[src/rtl/vmask_arbiter.sv]
// vmask_arbiter: round-robin sharing of one pipelined mask unit between N_REQ
// requesters, with a latency-matched tag pipe that routes results home.
module vmask_arbiter #(
  parameter int unsigned N_REQ        = 4,
  parameter int unsigned NUM_ELEMENTS = 32,
  parameter int unsigned OP_W         = 3,
  parameter int unsigned TAG_W        = 4,
  parameter int unsigned MASKU_LAT    = 2,
  parameter int unsigned MAX_OUTST    = 2
) (
  input  logic                            CLK,
  input  logic                            RST,
  input  logic [N_REQ-1:0]                req_valid,
  output logic [N_REQ-1:0]                req_ready,
  input  logic [N_REQ*OP_W-1:0]           req_op,
  input  logic [N_REQ*NUM_ELEMENTS-1:0]   req_a,
  input  logic [N_REQ*NUM_ELEMENTS-1:0]   req_b,
  input  logic [N_REQ*TAG_W-1:0]          req_tag,
  input  logic                            flush,
  output logic                            mu_issue,
  output logic [OP_W-1:0]                 mu_op,
  output logic [NUM_ELEMENTS-1:0]         mu_a,
  output logic [NUM_ELEMENTS-1:0]         mu_b,
  input  logic [NUM_ELEMENTS-1:0]         mu_result,
  output logic [N_REQ-1:0]                rsp_valid,
  output logic [NUM_ELEMENTS-1:0]         rsp_data,
  output logic [TAG_W-1:0]                rsp_tag,
  output logic                            busy
);

  localparam int unsigned ID_W  = (N_REQ > 1) ? $clog2(N_REQ) : 1;
  localparam int unsigned CNT_W = $clog2(MAX_OUTST + 1);
  localparam int unsigned TAIL  = MASKU_LAT;

  typedef struct packed {
    logic [ID_W-1:0]  id;
    logic [TAG_W-1:0] tag;
  } trk_t;

  logic [ID_W-1:0]         rr_ptr;
  logic [CNT_W-1:0]        outst [N_REQ];
  // Stage 0 is valid in the mu_issue cycle; stage TAIL lines up with mu_result.
  logic [MASKU_LAT:0]      trk_v;
  trk_t                    trk [MASKU_LAT+1];

  logic [N_REQ-1:0]        eligible;
  logic                    grant_any;
  logic [ID_W-1:0]         grant_idx;
  logic [OP_W-1:0]         sel_op;
  logic [NUM_ELEMENTS-1:0] sel_a;
  logic [NUM_ELEMENTS-1:0] sel_b;
  logic [TAG_W-1:0]        sel_tag;
  logic                    rsp_fire;
  logic [N_REQ-1:0]        inc_vec;
  logic [N_REQ-1:0]        dec_vec;

  // Eligibility and round-robin search starting at rr_ptr
  always_comb begin
    logic [ID_W:0] cand;
    eligible  = '0;
    grant_any = 1'b0;
    grant_idx = '0;
    req_ready = '0;
    cand      = '0;
    for (int i = 0; i < N_REQ; i++) begin
      eligible[i] = req_valid[i] && (outst[i] < CNT_W'(MAX_OUTST)) && !flush && !RST;
    end
    for (int k = 0; k < N_REQ; k++) begin
      cand = {1'b0, rr_ptr} + (ID_W+1)'(k);
      if (cand >= (ID_W+1)'(N_REQ)) cand = cand - (ID_W+1)'(N_REQ);
      if (!grant_any && eligible[cand[ID_W-1:0]]) begin
        grant_any = 1'b1;
        grant_idx = cand[ID_W-1:0];
      end
    end
    if (grant_any) req_ready[grant_idx] = 1'b1;
  end

  // Operand/tag mux for the granted requester
  always_comb begin
    sel_op  = '0;
    sel_a   = '0;
    sel_b   = '0;
    sel_tag = '0;
    for (int i = 0; i < N_REQ; i++) begin
      if (grant_idx == ID_W'(i)) begin
        sel_op  = req_op[i*OP_W +: OP_W];
        sel_a   = req_a[i*NUM_ELEMENTS +: NUM_ELEMENTS];
        sel_b   = req_b[i*NUM_ELEMENTS +: NUM_ELEMENTS];
        sel_tag = req_tag[i*TAG_W +: TAG_W];
      end
    end
  end

  // Response routing from the pipe tail; killed during flush or reset
  always_comb begin
    rsp_fire  = trk_v[TAIL] && !flush && !RST;
    rsp_valid = '0;
    rsp_data  = '0;
    rsp_tag   = '0;
    if (rsp_fire) begin
      rsp_valid[trk[TAIL].id] = 1'b1;
      rsp_data                = mu_result;
      rsp_tag                 = trk[TAIL].tag;
    end
  end

  // Per-requester increment/decrement strobes and busy
  always_comb begin
    inc_vec = '0;
    dec_vec = '0;
    for (int i = 0; i < N_REQ; i++) begin
      inc_vec[i] = grant_any && (grant_idx == ID_W'(i));
      dec_vec[i] = rsp_fire && (trk[TAIL].id == ID_W'(i));
    end
    busy = !RST && (mu_issue || (|trk_v));
  end

  // Control state: issue register, pipe valids, pointer, outstanding counters
  always_ff @(posedge CLK) begin
    if (RST) begin
      rr_ptr   <= '0;
      mu_issue <= 1'b0;
      mu_op    <= '0;
      mu_a     <= '0;
      mu_b     <= '0;
      trk_v    <= '0;
      for (int i = 0; i < N_REQ; i++) outst[i] <= '0;
    end else if (flush) begin
      mu_issue <= 1'b0;
      trk_v    <= '0;
      for (int i = 0; i < N_REQ; i++) outst[i] <= '0;
    end else begin
      mu_issue <= grant_any;
      trk_v    <= {trk_v[MASKU_LAT-1:0], grant_any};
      if (grant_any) begin
        mu_op  <= sel_op;
        mu_a   <= sel_a;
        mu_b   <= sel_b;
        rr_ptr <= (grant_idx == ID_W'(N_REQ - 1)) ? '0 : grant_idx + ID_W'(1);
      end
      for (int i = 0; i < N_REQ; i++) begin
        if (inc_vec[i] && !dec_vec[i]) begin
          outst[i] <= outst[i] + CNT_W'(1);
        end else if (!inc_vec[i] && dec_vec[i]) begin
          outst[i] <= outst[i] - CNT_W'(1);
        end
      end
    end
  end

  // Tag/id payload pipe; qualified entirely by trk_v
  always_ff @(posedge CLK) begin
    trk[0] <= '{id: grant_idx, tag: sel_tag};
    for (int s = 1; s <= MASKU_LAT; s++) trk[s] <= trk[s-1];
  end

endmodule

[config.mk]
export PLATFORM = sky130hd
export DESIGN_NAME = vmask_arbiter
export DESIGN_NICKNAME = d
export VERILOG_FILES = /design/src/rtl/vmask_arbiter.sv
export SDC_FILE = /design/constraint.sdc
export NUM_CORES = 1
export LEC_CHECK = 0
export ABC_AREA = 1
export CORE_AREA = 2 2 167 169
export CTS_BUF_LIST = sky130_fd_sc_hd__clkbuf_16
export CTS_CLUSTER_DIAMETER = 40
export DETAILED_ROUTE_END_ITERATION = 7
export DIE_AREA = 0 0 169 171
export GPL_TIMING_DRIVEN = 0
export SLEW_MARGIN = 20
export SYNTH_ARGS = -nofsm -noshare
export SYNTH_HDL_FRONTEND = slang
export SYNTH_SLANG_ARGS = --single-unit
[constraint.sdc]
create_clock -name CLK -period 4.04 [get_ports CLK]
set_clock_uncertainty 0.1 [all_clocks]
set_input_delay 0.606 -clock CLK [delete_from_list [all_inputs] [get_ports CLK]]
set_output_delay 0.606 -clock CLK [all_outputs]
set_load 0.1 [all_outputs]
==> results.json <==
{
  "status": "finished clean",
  "syn-num-nets": 1114,
  "antenna_found_initial": 0,
  "wirelength_um": 30000,
  "via_per_inst": 4.68,
  "vdd_ir_drop_max_uv": 403,
  "num-nets-final": 1568,
  "final_util_pct": 39.9,
  "r2r_end": "mu_a[6]",
  "dieArea_mm2": 0.0289,
  "cp.arrival_ns": 3.13,
  "portBuffers": 435,
  "synth-main-ff-cell": "dfxtp_1",
  "final-hold-violation-count": 0,
  "start_kind": "input pin",
  "cts.sink_count": 98,
  "num-fill-cells": 2954,
  "gr-usage-met3_pct": 5.27,
  "drive_gt1_share_pct": 5.94,
  "vias": 7449,
  "reg2reg_depth": 17,
  "syn_area_mm2": 0.00568,
  "cts-root-buf": "clkbuf_16",
  "synth-seq-area-share_pct": 36.0,
  "relSlewSlack_pct": 26.7,
  "required_ns": 3.33,
  "htreeDepth": 3,
  "synth_edf_count": 8,
  "ys_seq_elements": 98,
  "total_power_mw": 11.5,
  "wl_per_cell_um": 18.8,
  "reg2reg_from": "rr_ptr[0]",
  "fin_crit_sh_pct": 95.0,
  "period_needed_ns": 3.84,
  "grt_util_met1_pct": 24.2,
  "grt_max_degree": 17,
  "clk_pin_slew_ns": 0.07,
  "postSynthCellCount": 787,
  "clk_path_buf_depth": 2,
  "grt_usage_pct": 19.7,
  "rsz0062_at_grt": "false",
  "fp.coreArea_mm2": 0.0273,
  "maxCapViolations": 0,
  "report.final.slew_viol_count": 0,
  "worstSetupPathType": "input pin to output pin",
  "drtIter0Drc": 363,
  "floorplan.initialDensity_pct": 20.8,
  "r2r_slack_ns": 0.40,
  "fp.dieW_um": 169,
  "io_pins": 436,
  "hold_path.class": "register to register",
  "grt_pass1_vias": 7116,
  "crit_start": "req_valid[2]",
  "synthToLayoutAreaGrowth_pct": 92.0,
  "gr-max-usage-layer": "met2",
  "min_from": "trk[0][4]",
  "power_leakage_nw": 4.39,
  "yosys_warnings": 0,
  "die_height_um": 171,
  "hold_depth": 0,
  "grt_first_pass_wirelength_um": 42600,
  "rows": 61,
  "async_flop_share_pct": 0,
  "synth_area_per_cell_um2": 7.21,
  "drc": 0,
  "cts_tree": "yes",
  "worst-path-max-fanout": 10,
  "met2_usage_pct": 33.9,
  "insertedDiodeCount": 0,
  "dp_hpwl_um": 24000,
  "finalSetupViolations": 0,
  "grt_remaining_overflow": 0,
  "p_per_area_mw_per_mm2": 1050,
  "cts_buffers": 9,
  "hold_end": "trk[0][10]",
  "endpoint_kind": "output pin",
  "dr.pass1.iters": 5,
  "clock_latency_ns": 0.35,
  "worstMarginPinSlew_ns": 1.10,
  "drtAntennaViolNets": 0,
  "max_freq_ghz": 0.260,
  "yosysUniqueCellTypes": 35,
  "gp_routability_congestion": 0.926
}
## cells in the final DEF (no fill, tap or decap), types with 4 or more instances in the layout
cell type,count
clkbuf_1,50
a221oi_1,71
nor2_4,4
o21ai_0,131
clkbuf_16,9
edfxtp_1,8
buf_4,17
dfxtp_1,90
dlygate4sd2_1,31
nand3_1,19
clkdlybuf4s50_1,398
nor2_1,183
o21ai_1,9
o31ai_1,4
buf_2,7
nor3_2,4
nand4_1,4
nand2_1,20
a21oi_1,5
clkbuf_2,4
inv_1,68
a211oi_1,68
## layer usage
metal  vias up  share of wire (%)
met1      3430                 43
li1       3701                  -
met5         -                  0
met3        27                6.5
met2       291                 48
met4         0                2.0
## logic make-up (layout without fill, tap and decap cells)
kind of cell	after synthesis	count (layout)	synth area share [%]
AO/OA/AOI/OAI	295	295	34.2
adder cells (fa/ha/maj)	4	4	0.881
AND/OR/NAND/NOR	243	244	17.7
buffers and inverters	141	599	10.3
flip-flops	98	98	36.0
XOR/XNOR	6	6	0.926
## timing repair
item,4_1_cts,5_1_grt
gates resized for setup,67,19
pin swaps,1,0
cloned,1,0
setup endpoints to repair,112,75
hold buffers,0,0
buffers inserted,5,2
## state kept, by name (all words and copies together), names as in the netlist
register  cells
mu_op         3
mu_b         32
rr_ptr        2
outst         8
mu_a         32
trk          18
trk_v         3
## through the flow
step | hold slack (ns) | setup TNS (ns) | setup slack, ns | cell area (µm²) | instances
after floorplan | 0.210 | 0 | 0.288 | 5690 | 787
after global placement | 0.210 | -63.59 | -1.58 | 10500 | 1568
after detailed placement | 0.212 | -65.62 | -1.62 | 10500 | 1568
after CTS | 0.221 | -0.205 | -0.205 | 10800 | 1590
after global routing | 0.229 | 0 | 0.0135 | 10900 | 1592
final | 0.219 | 0 | 0.200 | 10900 | 1592
## worst max-delay path by stage
stage | to | cells past startpoint
final | req_ready[2] | 15
after global routing | req_ready[2] | 16
after CTS | req_ready[3] | 14
after detailed placement | req_ready[3] | 14
after global placement | req_ready[3] | 14
after floorplan | outst[3][0] | 16
## synthesized netlist by cell type (4+ instances only)
| master | count | area share [%] |
|---|---|---|
| nor2_1 | 186 | 12 |
| buf_2 | 8 | 0.71 |
| buf_4 | 7 | 0.93 |
| o21ai_0 | 131 | 12 |
| edfxtp_1 | 8 | 4.2 |
| ha_1 | 4 | 0.88 |
| a221oi_1 | 71 | 11 |
| nor3_1 | 4 | 0.35 |
| a211oi_1 | 69 | 9.1 |
| dfxtp_1 | 90 | 32 |
| a21oi_1 | 6 | 0.53 |
| o21ai_1 | 9 | 0.79 |
| o31ai_1 | 5 | 0.66 |
| nand4_1 | 4 | 0.44 |
| inv_1 | 67 | 4.4 |
| nand3_1 | 19 | 1.7 |
| clkbuf_1 | 53 | 3.5 |
| nand2_1 | 20 | 1.3 |
## cell type report
type                            count  area, µm²  share of cell area [%]
Timing Repair Buffer              442       4360                    40.0
Sequential cell                    98       2040                    18.7
Tap cell                          346        433                    3.97
Buffer                             72        342                    3.13
Clock inverter                      7       88.8                   0.815
Clock buffer                        9        225                    2.07
Multi-Input combinational cell    549       3140                    28.8
Inverter                           69        272                    2.49
## worst max-delay path: stages
cell             delay [ns]
clkdlybuf4s50_1        0.40
inv_1                  0.07
nor2_1                 0.06
nand3_1                0.10
nand2_2                0.09
o21ai_2                0.23
inv_1                  0.10
nor3_1                 0.29
a211oi_4               0.14
inv_1                  0.16
ha_1                   0.16
buf_4                  0.24
nand2_1                0.14
inv_1                  0.07
buf_4                  0.28
## power breakdown
| part | switching [mW] | internal (mW) |
|---|---|---|
| sequential | 0.181 | 1.42 |
| combinational | 6.13 | 2.81 |
| clock | 0.386 | 0.539 |
Note: power is estimated with default switching activity, not from simulation.
